### config.mk
export PLATFORM = sky130hd
export DESIGN_NAME = int_controller
export DESIGN_NICKNAME = d
export VERILOG_FILES = /design/src/rtl/int_ctrl_pkg.sv /design/src/rtl/int_prio_enc.sv /design/src/rtl/int_controller.sv
export SDC_FILE = /design/constraint.sdc
export NUM_CORES = 1
export LEC_CHECK = 0
export CAP_MARGIN = 10
export CORE_UTILIZATION = 59
export DETAILED_ROUTE_END_ITERATION = 12
export GPL_ROUTABILITY_DRIVEN = 1
export MAX_ROUTING_LAYER = met4
export PLACE_DENSITY = 0.86
export SETUP_SLACK_MARGIN = 0.2
export SYNTH_ARGS = -nofsm -noshare
export SYNTH_HDL_FRONTEND = slang
export SYNTH_SLANG_ARGS = --single-unit
export TNS_END_PERCENT = 100
### constraint.sdc
create_clock -name clk -period 6.05 [get_ports clk]
set_input_delay 0.605 -clock clk [delete_from_list [all_inputs] [get_ports clk]]
set_output_delay 0.605 -clock clk [all_outputs]
set_load 0.05 [all_outputs]
### src/rtl/int_ctrl_pkg.sv
// rtl/int_ctrl_pkg.sv - shared constants and types for the interrupt sequencer
package int_ctrl_pkg;

    // Register map
    localparam logic [1:0] REG_MASK  = 2'd0;
    localparam logic [1:0] REG_PEND  = 2'd1;
    localparam logic [1:0] REG_INSVC = 2'd2;
    localparam logic [1:0] REG_CTRL  = 2'd3;

    // CTRL register: global interrupt enable
    localparam int GIE_BIT = 0;

    typedef enum logic [1:0] {
        IDLE  = 2'd0,
        ARMED = 2'd1,
        HOLD  = 2'd2
    } int_state_t;

endpackage

### src/rtl/int_prio_enc.sv
// rtl/int_prio_enc.sv - lowest-set-bit priority encoder
//
// Ports:
//   vec  in   16  request vector, bit 0 is highest priority
//   idx  out  4   index of the lowest set bit (0 when vec is empty)
//   any  out  1   vec has at least one bit set
module int_prio_enc (
    input  logic [15:0] vec,
    output logic [3:0]  idx,
    output logic        any
);

    always_comb begin
        idx = 4'd0;
        any = |vec;
        // Walk from the top down so the lowest set bit is written last.
        for (int i = 15; i >= 0; i--) begin
            if (vec[i]) begin
                idx = 4'(i);
            end
        end
    end

endmodule

### src/rtl/int_controller.sv
// rtl/int_controller.sv - IRQ synchroniser, arbiter and pipeline-safe interrupt sequencer
//
// Build option: INT_CTRL_NESTING_EN - when defined, a higher-priority IRQ may
// preempt an active handler; otherwise nothing new arms until reti.
//
// Ports:
//   clk            in   1        CPU clock
//   rst_n          in   1        asynchronous active-low reset
//   irq_in         in   NUM_IRQ  asynchronous IRQ lines, rising-edge sensitive
//   hazard         in   1        pipeline stall
//   branch_hazard  in   1        branch target not yet resolved
//   p_cache_miss   in   1        program-cache miss in progress
//   branch_taken   in   1        jmp/call/taken brx/ret this cycle
//   reti           in   1        return-from-interrupt strobe
//   cfg_we         in   1        register write strobe
//   cfg_addr       in   2        register select (MASK, PEND, INSVC, CTRL)
//   cfg_wdata      in   16       register write data
//   cfg_rdata      out  16       register read data, combinational
//   interrupt      out  1        one-cycle request to the PC
//   int_addr       out  4        vector index to the PC
//   int_active     out  1        any in-service level set
import int_ctrl_pkg::*;

module int_controller #(
    parameter int NUM_IRQ     = 16,
    parameter int SYNC_STAGES = 2,
    parameter int HOLDOFF     = 3
) (
    input  logic               clk,
    input  logic               rst_n,
    input  logic [NUM_IRQ-1:0] irq_in,
    input  logic               hazard,
    input  logic               branch_hazard,
    input  logic               p_cache_miss,
    input  logic               branch_taken,
    input  logic               reti,
    input  logic               cfg_we,
    input  logic [1:0]         cfg_addr,
    input  logic [15:0]        cfg_wdata,
    output logic [15:0]        cfg_rdata,
    output logic               interrupt,
    output logic [3:0]         int_addr,
    output logic               int_active
);

    localparam int CNT_W = (HOLDOFF > 2) ? $clog2(HOLDOFF) : 1;
    localparam logic [CNT_W-1:0] HOLD_LOAD = (HOLDOFF > 0) ? CNT_W'(HOLDOFF - 1) : '0;

    logic [NUM_IRQ-1:0] sync_q [SYNC_STAGES];
    logic [NUM_IRQ-1:0] sync_dly_q;
    logic [NUM_IRQ-1:0] edge_q;
    logic [NUM_IRQ-1:0] mask_q;
    logic [NUM_IRQ-1:0] pend_q, pend_d;
    logic [NUM_IRQ-1:0] insvc_q, insvc_d;
    logic               gie_q;
    int_state_t         state_q, state_d;
    logic [3:0]         int_addr_q, int_addr_d;
    logic [CNT_W-1:0]   cnt_q, cnt_d;

    logic [NUM_IRQ-1:0] preempt_ok;
    logic [NUM_IRQ-1:0] cand;
    logic [15:0]        cand16, insvc16, mask16, pend16;
    logic [15:0]        addr_onehot, low_onehot;
    logic [3:0]         winner_idx, low_insvc_idx;
    logic               cand_any, insvc_any;
    logic               safe;

    // Synchroniser chain, then a registered rising-edge pulse.
    always_ff @(posedge clk or negedge rst_n) begin
        if (!rst_n) begin
            for (int s = 0; s < SYNC_STAGES; s++) begin
                sync_q[s] <= '0;
            end
            sync_dly_q <= '0;
            edge_q     <= '0;
        end else begin
            sync_q[0] <= irq_in;
            for (int s = 1; s < SYNC_STAGES; s++) begin
                sync_q[s] <= sync_q[s-1];
            end
            sync_dly_q <= sync_q[SYNC_STAGES-1];
            edge_q     <= sync_q[SYNC_STAGES-1] & ~sync_dly_q;
        end
    end

    always_comb begin
        cand16  = '0;
        insvc16 = '0;
        mask16  = '0;
        pend16  = '0;
        cand16[NUM_IRQ-1:0]  = cand;
        insvc16[NUM_IRQ-1:0] = insvc_q;
        mask16[NUM_IRQ-1:0]  = mask_q;
        pend16[NUM_IRQ-1:0]  = pend_q;
    end

    int_prio_enc u_winner_enc (
        .vec (cand16),
        .idx (winner_idx),
        .any (cand_any)
    );

    int_prio_enc u_insvc_enc (
        .vec (insvc16),
        .idx (low_insvc_idx),
        .any (insvc_any)
    );

    // Only levels strictly above the highest active one may be taken.
    always_comb begin
        preempt_ok = '0;
`ifdef INT_CTRL_NESTING_EN
        for (int i = 0; i < NUM_IRQ; i++) begin
            preempt_ok[i] = !insvc_any || (i < int'(low_insvc_idx));
        end
`else
        preempt_ok = insvc_any ? '0 : '1;
`endif
    end

    assign cand        = gie_q ? (pend_q & mask_q & preempt_ok) : '0;
    assign safe        = ~hazard & ~branch_hazard & ~p_cache_miss & ~branch_taken & ~reti;
    assign addr_onehot = 16'd1 << int_addr_q;
    assign low_onehot  = 16'd1 << low_insvc_idx;

    always_ff @(posedge clk or negedge rst_n) begin
        if (!rst_n) begin
            state_q <= IDLE;
        end else begin
            state_q <= state_d;
        end
    end

    always_comb begin
        state_d    = state_q;
        int_addr_d = int_addr_q;
        cnt_d      = cnt_q;
        interrupt  = 1'b0;
        case (state_q)
            IDLE: begin
                if (cand_any) begin
                    state_d    = ARMED;
                    int_addr_d = winner_idx;
                end
            end
            ARMED: begin
                interrupt = safe;
                if (safe) begin
                    cnt_d   = HOLD_LOAD;
                    state_d = HOLD;
                end else if (!cand_any) begin
                    state_d = IDLE;
                end else begin
                    // A higher-priority arrival replaces the armed vector.
                    int_addr_d = winner_idx;
                end
            end
            HOLD: begin
                if (cnt_q == '0) begin
                    state_d = IDLE;
                end else begin
                    cnt_d = cnt_q - CNT_W'(1);
                end
            end
            default: state_d = IDLE;
        endcase
    end

    // New edges are applied last so a same-cycle W1C cannot lose them.
    always_comb begin
        pend_d = pend_q;
        if (cfg_we && cfg_addr == REG_PEND) begin
            pend_d = pend_d & ~cfg_wdata[NUM_IRQ-1:0];
        end
        if (interrupt) begin
            pend_d = pend_d & ~addr_onehot[NUM_IRQ-1:0];
        end
        pend_d = pend_d | edge_q;

        insvc_d = insvc_q;
        if (interrupt) begin
            insvc_d = insvc_d | addr_onehot[NUM_IRQ-1:0];
        end
        if (reti && insvc_any) begin
            insvc_d = insvc_d & ~low_onehot[NUM_IRQ-1:0];
        end
    end

    always_ff @(posedge clk or negedge rst_n) begin
        if (!rst_n) begin
            mask_q     <= '0;
            gie_q      <= 1'b0;
            pend_q     <= '0;
            insvc_q    <= '0;
            int_addr_q <= '0;
            cnt_q      <= '0;
        end else begin
            if (cfg_we && cfg_addr == REG_MASK) begin
                mask_q <= cfg_wdata[NUM_IRQ-1:0];
            end
            if (cfg_we && cfg_addr == REG_CTRL) begin
                gie_q <= cfg_wdata[GIE_BIT];
            end
            pend_q     <= pend_d;
            insvc_q    <= insvc_d;
            int_addr_q <= int_addr_d;
            cnt_q      <= cnt_d;
        end
    end

    always_comb begin
        cfg_rdata = '0;
        case (cfg_addr)
            REG_MASK:  cfg_rdata = mask16;
            REG_PEND:  cfg_rdata = pend16;
            REG_INSVC: cfg_rdata = insvc16;
            REG_CTRL:  cfg_rdata[GIE_BIT] = gie_q;
            default:   cfg_rdata = '0;
        endcase
    end

    assign int_addr   = int_addr_q;
    assign int_active = |insvc_q;

endmodule

==> results of run 1 <==
==> cell families after synthesis <==
logic type                 after synthesis  share of synthesized area, %
and+or+nand+nor                        123                         13.10
DFF                                    121                         62.76
AOI/OAI and AO/OA                       96                         13.93
muxes                                   34                         7.754
buffers and inverters                   27                         2.204
adders and majority gates                1                        0.2593
==> layout by cell type (no fill, tap or decap), types with 3 or more instances in the layout <==
cell type and count:
a31oi_1 7, clkinv_4 3, clkdlybuf4s50_1 62, nand2_1 56, inv_6 6, nand3_1 8, buf_4 4, mux2i_1 16
nor2_1 11, o21ai_0 20, nor2b_1 19, o31ai_1 3, a31o_1 16, a22o_1 4, a21oi_1 12, nor4_1 5
a32oi_1 6, o21ai_1 3, mux2_2 17, inv_1 15, a22oi_1 10, dfrtp_1 121, and2_1 4, clkbuf_16 16
inv_8 3
==> report_power, final <==
| group | switching (mW) | total [mW] | leakage (nW) | internal [mW] |
|---|---|---|---|---|
| Sequential | 0.113 | 1.01 | 1.45 | 0.901 |
| Combinational | 0.457 | 0.720 | 0.873 | 0.263 |
| Clock | 0.402 | 0.933 | 0.270 | 0.531 |
| Total | 0.972 | 2.67 | 2.59 | 1.70 |
==> routing by layer <==
layer | track usage, % | share of wire (%)
met1 | 37.75 | 40
met2 | 50.06 | 51
met5 | - | 0
met3 | 7.225 | 6.8
met4 | 13.41 | 2.7
==> metrics by stage <==
stage | cell area [um^2] | power, mW
2_1_floorplan | 4825 | 1.465
3_3_place_gp | 5562 | 1.699
3_5_place_dp | 5562 | 1.719
4_1_cts | 6117 | 2.658
5_1_grt | 6117 | 2.771
6_report | 6117 | 2.668
==> Yosys cell counts, types with 3 or more instances <==
cell type	number	share of area, %
and2_1	4	0.52
a22o_1	4	0.73
nand3_1	8	0.83
a32oi_1	6	1.1
a31oi_1	7	0.91
a21oi_1	12	1.2
nor2_1	11	0.86
dfrtp_1	121	63
nand2_1	56	4.4
mux2i_1	16	3.3
mux2_2	17	4.0
nor2b_1	19	2.5
nor4_1	5	0.65
o21ai_1	3	0.31
o31ai_1	3	0.47
inv_1	15	1.2
a22oi_1	10	1.6
clkbuf_1	8	0.62
o21ai_0	20	2.1
a31o_1	16	2.9
==> flip-flops by register name, summed over array words and instances (netlist names) <==
name / cells
sync_q: 32
edge_q: 16
insvc16: 16
mask16: 16
pend16: 16
sync_dly_q: 16
int_addr: 4
cnt_q: 2
state_q: 2
gie_q: 1
==> final cells by class <==
cell class                 instances  share of cell area, %
sequential                       121                  49.50
multi-input combinational        254                  27.72
timing repair buffer              66                  10.64
clock buffer                      18                  6.995
clock inverter                    14                  2.086
tap                              102                  2.086
inverter                          16                 0.9818
==> worst paths after layout <==
| check | start | to | slack, ps |
|---|---|---|---|
| worst max-delay path | cfg_addr[1] | cfg_rdata[12] | 1930 |
| worst min-delay path | rst_n | sync_q[28] | 70 |
| worst max register to register | state_q[0] | pend16[7] | 3660 |
| worst min register to register | sync_q[21] | sync_q[5] | 350 |
| max in group asynchronous | rst_n | insvc16[5] | 4650 |
| min in group clk | sync_q[21] | sync_q[5] | 350 |
==> results.yml, run 1 <==
final_layout:
  layout-drive-gt1-share_pct: 12.88
  area_delta_synth_final_pct: 26.79
  n_antenna_cell: 0
  ff_latch_area_um2: 3028
  multi_input_area_um2: 1695
  fin_nets: 519
  finish.utilization_pct: 78.35
  fill_cells: 496
  finalNonFillerCells: 591
critical_path:
  slowest_delay_ps: 900
  crit_fanout: 20
  cp_num_buf_inv: 2
  critPathKind: "in -> out"
  cp.required_ps: 5440
  slowest_stage: "nor2b_1"
  crit_chain: "clkdlybuf4s50_1, nor2b_1, nand2_1, o21ai_0, clkdlybuf4s50_1"
  setup.worst_path.end_class: "primary output"
  setup.worst_path.start_class: "primary input"
  cp_top_family: "buffers and inverters"
  r2r_cells: 5
  crit_cells: 5
  worstPathArrival_ps: 3520
  path_common_cell: "clkdlybuf4s50_1"
timing:
  fin_crit_sh_pct: 68.17
  period_minus_slack_ps: 4125
  rsz0062_at_grt: "false"
  timing.fmax_mhz: 242.5
  relSlewSlack_pct: 30.75
  whs_ps: 74.28
  fin_worst_skew_ps: 12.43
  drv_slew: 0
  hold_viol_final: 0
  tightest_slew_ps: 1037
  timing.final.ws_setup_ps: 1925
  tns_ps: 0
  setup_viol: 0
cts:
  clockBufferDepth: 2
  cts_tree: "built"
  ctsHoldBuffers: 0
  post_cts_buffers: 0
  cts_resized: 0
  h-tree-depth: 4
  numClockSinks: 121
  clk_pin_slew_ps: 60
  cts_root_buf: "clkbuf_8"
  cts_made_buffers: 17
  clock_latency_ps: 520
outcome:
  status: "finished clean"
place:
  gp_congestion: 1.138
  place_inst: 559
  portBuffers: 63
  pre_cts_slack_ps: 1913
  dp_hpwl_um: 8102
detailed_routing:
  vias: 3676
  drt_iter0_markers: 312
  wirelength_um: 11590
  ant_nets: 0
  drc: 0
  vias_per_cell: 6.220
  first_pass_iters: 6
  wl_per_cell_um: 19.61
yosys:
  yosys_warnings: 0
  synth_area_um2: 4825
  syn_area_per_cell_um2: 12.00
  synth-seq-cells: 121
  synth_fp_nets: 445
  synth.distinct_cells: 54
  yosysSeqAreaShare_pct: 62.76
  synthCells: 402
  ys_async_sr_fraction_pct: 100.0
  ys.flop_type: "dfrtp_1"
  synth_edf_count: 0
global_route:
  grt.total_usage_pct: 31.04
  grt_pass1_wl_um: 18910
  antenna_found_initial: 0
  first_global_vias: 3708
  grt_max_degree: 77
  overflow: 0
pwr:
  power_density_nw_per_um2: 436.1
  power_leakage_nw: 2.592
  ir_drop_uv: 337.6
floorplan:
  initial_core_util_pct: 61.79
  std_cell_rows: 32
  die_h_um: 92.43
  dieArea_um2: 8543
  dieWidth_um: 92.43
  core_um2: 7807
  pin_count: 64
flow_run:
  drv_cap: 0
worst_hold_path:
  min_path_type: "in -> async"
(Power assumes the default switching activity.)
==> inputs of run 2 (changes only) <==
- CORE_UTILIZATION: 59 -> 49
- PLACE_DENSITY: 0.86 -> 0.76
- clock period: 6.05 -> 3.4 ns (I/O delays scaled with it)
==> run 2 against run 1 <==
- via count fell by 1.6%
- critical path depth fell by 1
- flip-flop and latch count did not move
- sequential share of layout area fell by 2.3 points
- sequential power rose by 80%
- global-route usage fell by 4.2 points
- clock-buffer cell count did not move
- hold slack improved by 190 ps
- first-iteration DRC count fell by 12%
- cell count rose by 5.6%
==> results.yml, run 2 (synthesis gave the netlist of run 1 again) <==
detailed_routing:
  top_layer: "met4"
  wl_per_cell_um: 19.33
  ant_nets: 0
  drc: 0
  wl_met1_um: 5230
  first_pass_iters: 5
  vias: 3616
  wl_met2_um: 5859
  vias_per_cell: 5.795
  drt_iter0_markers: 276
  route.met3.wl_um: 726
  wirelength_um: 12060
global_route:
  grt_pass1_wl_um: 19380
  antenna_found_initial: 0
  grt.total_usage_pct: 26.85
  first_global_vias: 3681
  grt_max_degree: 61
  overflow: 0
final_layout:
  layout-drive-gt1-share_pct: 16.97
  finalNonFillerCells: 624
  n_antenna_cell: 0
  fin_nets: 525
  final_common_cell: "dfrtp_1"
  fill_cells: 689
  final_area_um2: 6415
  largest_reg_flops: 32
  area_delta_synth_final_pct: 32.96
  final_cell_mix: "dfrtp_1 (121), nand2_1 (56), clkdlybuf4s50_1 (45)"
  regMostFlops: "sync_q"
timing:
  timing.fmax_mhz: 344.4
  tightest_slew_ps: 853.3
  period_minus_slack_ps: 2903
  rsz0062_at_grt: "false"
  relSlewSlack_pct: 42.68
  whs_ps: 265.8
  timing.final.ws_setup_ps: 496.7
  fin_worst_skew_ps: 4.865
  setup_viol: 0
  tns_ps: 0
  fin_crit_sh_pct: 85.39
  drv_slew: 0
  hold_viol_final: 0
cts:
  clock_latency_ps: 510
  cts_tree: "built"
  h-tree-depth: 4
  clockBufferDepth: 2
  cts_made_buffers: 17
  numClockSinks: 121
  post_cts_buffers: 0
  clk_pin_slew_ps: 60
  cts_root_buf: "clkbuf_8"
critical_path:
  slowest_delay_ps: 700
  cp_top_family: "simple AND/OR/NAND/NOR gates"
  reg2reg_slack_ps: 1110
  rr_endpoint: "pend16[7]"
  cp_num_buf_inv: 2
  r2r_start: "state_q[0]"
  crit_chain: "nor4_1, and4_1, inv_1, clkdlybuf4s50_1"
  r2r_cells: 5
  setup.worst_path.start_class: "flip-flop"
  worstPathArrival_ps: 2560
  cp.required_ps: 3060
  critPathKind: "reg -> out"
  setup.worst_path.end_class: "primary output"
  slowest_stage: "clkdlybuf4s50_1"
  crit_fanout: 5
place:
  placed_area_um2: 5778
  pre_cts_slack_ps: 686.5
  place_inst: 591
  gp_congestion: 0.8959
  dp_hpwl_um: 8508
  portBuffers: 63
worst_hold_path:
  min_path_type: "in -> reg"
  hp-start: "irq_in[7]"
  hold-path-cell-count: 1
  whs_endpoint: "sync_q[23]"
floorplan:
  pin_count: 64
  core_um2: 9371
  die_h_um: 101.2
  std_cell_rows: 35
  initial_core_util_pct: 51.48
  dieWidth_um: 101.2
  dieArea_um2: 10250
outcome:
  status: "finished clean"
flow_run:
  drv_cap: 0
pwr:
  power_density_nw_per_um2: 790.7
  power_leakage_nw: 2.736
  ir_drop_uv: 433.5
run 2: worst max-delay path by stage:
stage,from,to,slack [ps],cells after the start
floorplan,cfg_addr[0],cfg_rdata[10],620,4
global placement,hazard,pend16[7],770,6
detailed placement,hazard,pend16[7],690,6
CTS,insvc16[12],int_active,500,4
global route,insvc16[12],int_active,290,4
finish,insvc16[12],int_active,500,4
run 2: layer usage:
metal,vias to the layer above,global-route usage [%]
met1,1812,34.80
met3,26,7.108
met5,-,-
li1,1626,-
met2,152,40.66
met4,0,10.14
run 2: per-stage QoR:
step / total power, mW / utilization [%]
after CTS: 5.087 / 68.45
after detailed placement: 3.171 / 61.66
after global routing: 5.286 / 68.45
after floorplan: 2.608 / -
after global placement: 3.179 / 61.66
final: 5.072 / 68.45
run 2: layout make-up:
cell class                 instances  area (um^2)  area share [%]
inverter                          16        60.06          0.9362
timing repair buffer              72        843.3           13.15
sequential                       121         3028           47.20
clock buffer                      18        417.9           6.515
clock inverter                    14        209.0           3.257
multi-input combinational        254         1695           26.43
tap                              129        161.4           2.516
run 2: worst reg2reg max path: cells and delay by family (launching register included):
family / cells / cell delay (ps)
flip-flops: 1 / 380
AO/OA/AOI/OAI: 1 / 250
AND/OR/NAND/NOR: 4 / 1550
run 2: power by group:
part / internal, mW / switching (mW)
sequential: 1.60 / 0.218
combinational: 0.525 / 0.826
clock: 1.21 / 0.688
run 2: timing repair:
action / 4_1_cts / 5_1_grt
setup endpoints to repair: 0 / 0
endpoints found under the hold margin: 57 / 0
hold buffers: 1 / 0
resized for setup: 0 / 0
==> inputs of run 3 (changes only) <==
- CTS_BUF_LIST: unset -> sky130_fd_sc_hd__clkbuf_4 sky130_fd_sc_hd__clkbuf_8 sky130_fd_sc_hd__clkbuf_16
- HOLD_SLACK_MARGIN: unset -> 0.1
==> run 3 against run 2 <==
- sequential power hardly changed
- first-iteration DRC count decreased by 2.2%
- flip-flop and latch count stayed put
- critical endpoint unchanged
- largest power group unchanged
==> results.yml, run 3 (synthesis gave the netlist of run 1 again) <==
critical_path:
  setup.worst_path.end_class: "primary output"
  critPathKind: "reg -> out"
  worstPathArrival_ps: 2570
  setup.worst_path.start_class: "flip-flop"
  crit_fanout: 5
  reg2reg_slack_ps: 1120
  cp.required_ps: 3060
final_layout:
  final_cell_mix: "dfrtp_1 (121), nand2_1 (56), clkdlybuf4s50_1 (45)"
  layout-drive-gt1-share_pct: 17.17
  fill_cells: 690
  largest_reg_flops: 32
  n_antenna_cell: 0
  regMostFlops: "sync_q"
  area_delta_synth_final_pct: 33.04
  final_area_um2: 6419
  fin_nets: 525
  final_common_cell: "dfrtp_1"
  finish.utilization_pct: 68.49
global_route:
  first_global_vias: 3681
  grt_max_degree: 61
  grt_pass1_wl_um: 19380
  grt.total_usage_pct: 26.85
  overflow: 0
  antenna_found_initial: 0
place:
  dp_hpwl_um: 8508
  placed_area_um2: 5778
  portBuffers: 63
  gp_congestion: 0.8959
detailed_routing:
  vias_per_cell: 5.830
  ant_nets: 0
  drc: 0
  vias: 3638
  wl_per_cell_um: 19.37
  first_pass_iters: 5
  drt_iter0_markers: 270
  wirelength_um: 12080
timing:
  setup_viol: 0
  hold_viol_final: 0
  fin_worst_skew_ps: 4.955
  period_minus_slack_ps: 2912
  fin_crit_sh_pct: 85.64
  timing.fmax_mhz: 343.4
  relSlewSlack_pct: 44.08
  tns_ps: 0
  drv_slew: 0
  tightest_slew_ps: 832.4
  rsz0062_at_grt: "false"
cts:
  cts_tree: "built"
  clockBufferDepth: 2
  clk_pin_slew_ps: 60
  numClockSinks: 121
  cts_root_buf: "clkbuf_8"
  cts_resized: 0
  h-tree-depth: 4
  cts_made_buffers: 17
  clock_latency_ps: 510
floorplan:
  initial_core_util_pct: 51.48
  dieArea_um2: 10250
  core_um2: 9371
  dieWidth_um: 101.2
  pin_count: 64
  std_cell_rows: 35
  die_h_um: 101.2
pwr:
  power_density_nw_per_um2: 792.1
  power_leakage_nw: 2.739
  ir_drop_uv: 433.4
flow_run:
  drv_cap: 0
outcome:
  status: "finished clean"
worst_hold_path:
  min_path_type: "in -> reg"
run 3: cell type report:
cell class / instances / area (um^2) / area share (%)
multi-input combinational: 254 / 1695 / 26.41
tap: 129 / 161.4 / 2.515
timing repair buffer: 72 / 843.3 / 13.14
clock buffer: 18 / 421.7 / 6.569
inverter: 16 / 60.06 / 0.9357
clock inverter: 14 / 209.0 / 3.255
sequential: 121 / 3028 / 47.17
run 3: power by group:
group          switching, mW  internal [mW]  leakage [nW]
registers              0.217           1.60          1.45
clock network          0.690           1.22         0.307
logic                  0.829          0.525         0.983
run 3: critical path, stage by stage, from the launching register on:
cell             delay (ps)
dfrtp_1                 460
nor4_1                  470
and4_1                  380
inv_1                    60
clkdlybuf4s50_1         700
run 3: worst paths after layout:
kind,depth (start not counted),start,end
worst min-delay path,1,irq_in[7],sync_q[23]
min in group asynchronous,2,rst_n,sync_dly_q[10]
max in group asynchronous,3,rst_n,insvc16[8]
worst max-delay path,4,insvc16[12],int_active
worst min register to register,0,sync_q[27],sync_q[11]
worst max register to register,5,state_q[0],pend16[7]
run 3: per-stage QoR:
step                std cells  power (mW)  worst slack (ps)  hold WS (ps)
floorplan                 402       2.608             616.2         44.41
global placement          591       3.179             771.7         331.8
detailed placement        591       3.171             686.5         334.7
CTS                       624       5.095             497.5         241.9
global route              624       5.294             293.7         240.9
finish                    624       5.084             488.2         263.6
run 3: per-layer routing:
layer | share of wire [%] | track usage (%) | wire length, um
met2 | 49 | 40.66 | 5867
met5 | 0 | - | 0
met4 | 2.2 | 10.14 | 264
met1 | 43 | 34.80 | 5169
met3 | 6.5 | 7.108 | 783
run 3: timing repair:
action,in CTS,in global routing
hold endpoints to repair,57,0
buffers inserted,0,0
hold buffers,1,0
endpoints found under the setup margin,0,0
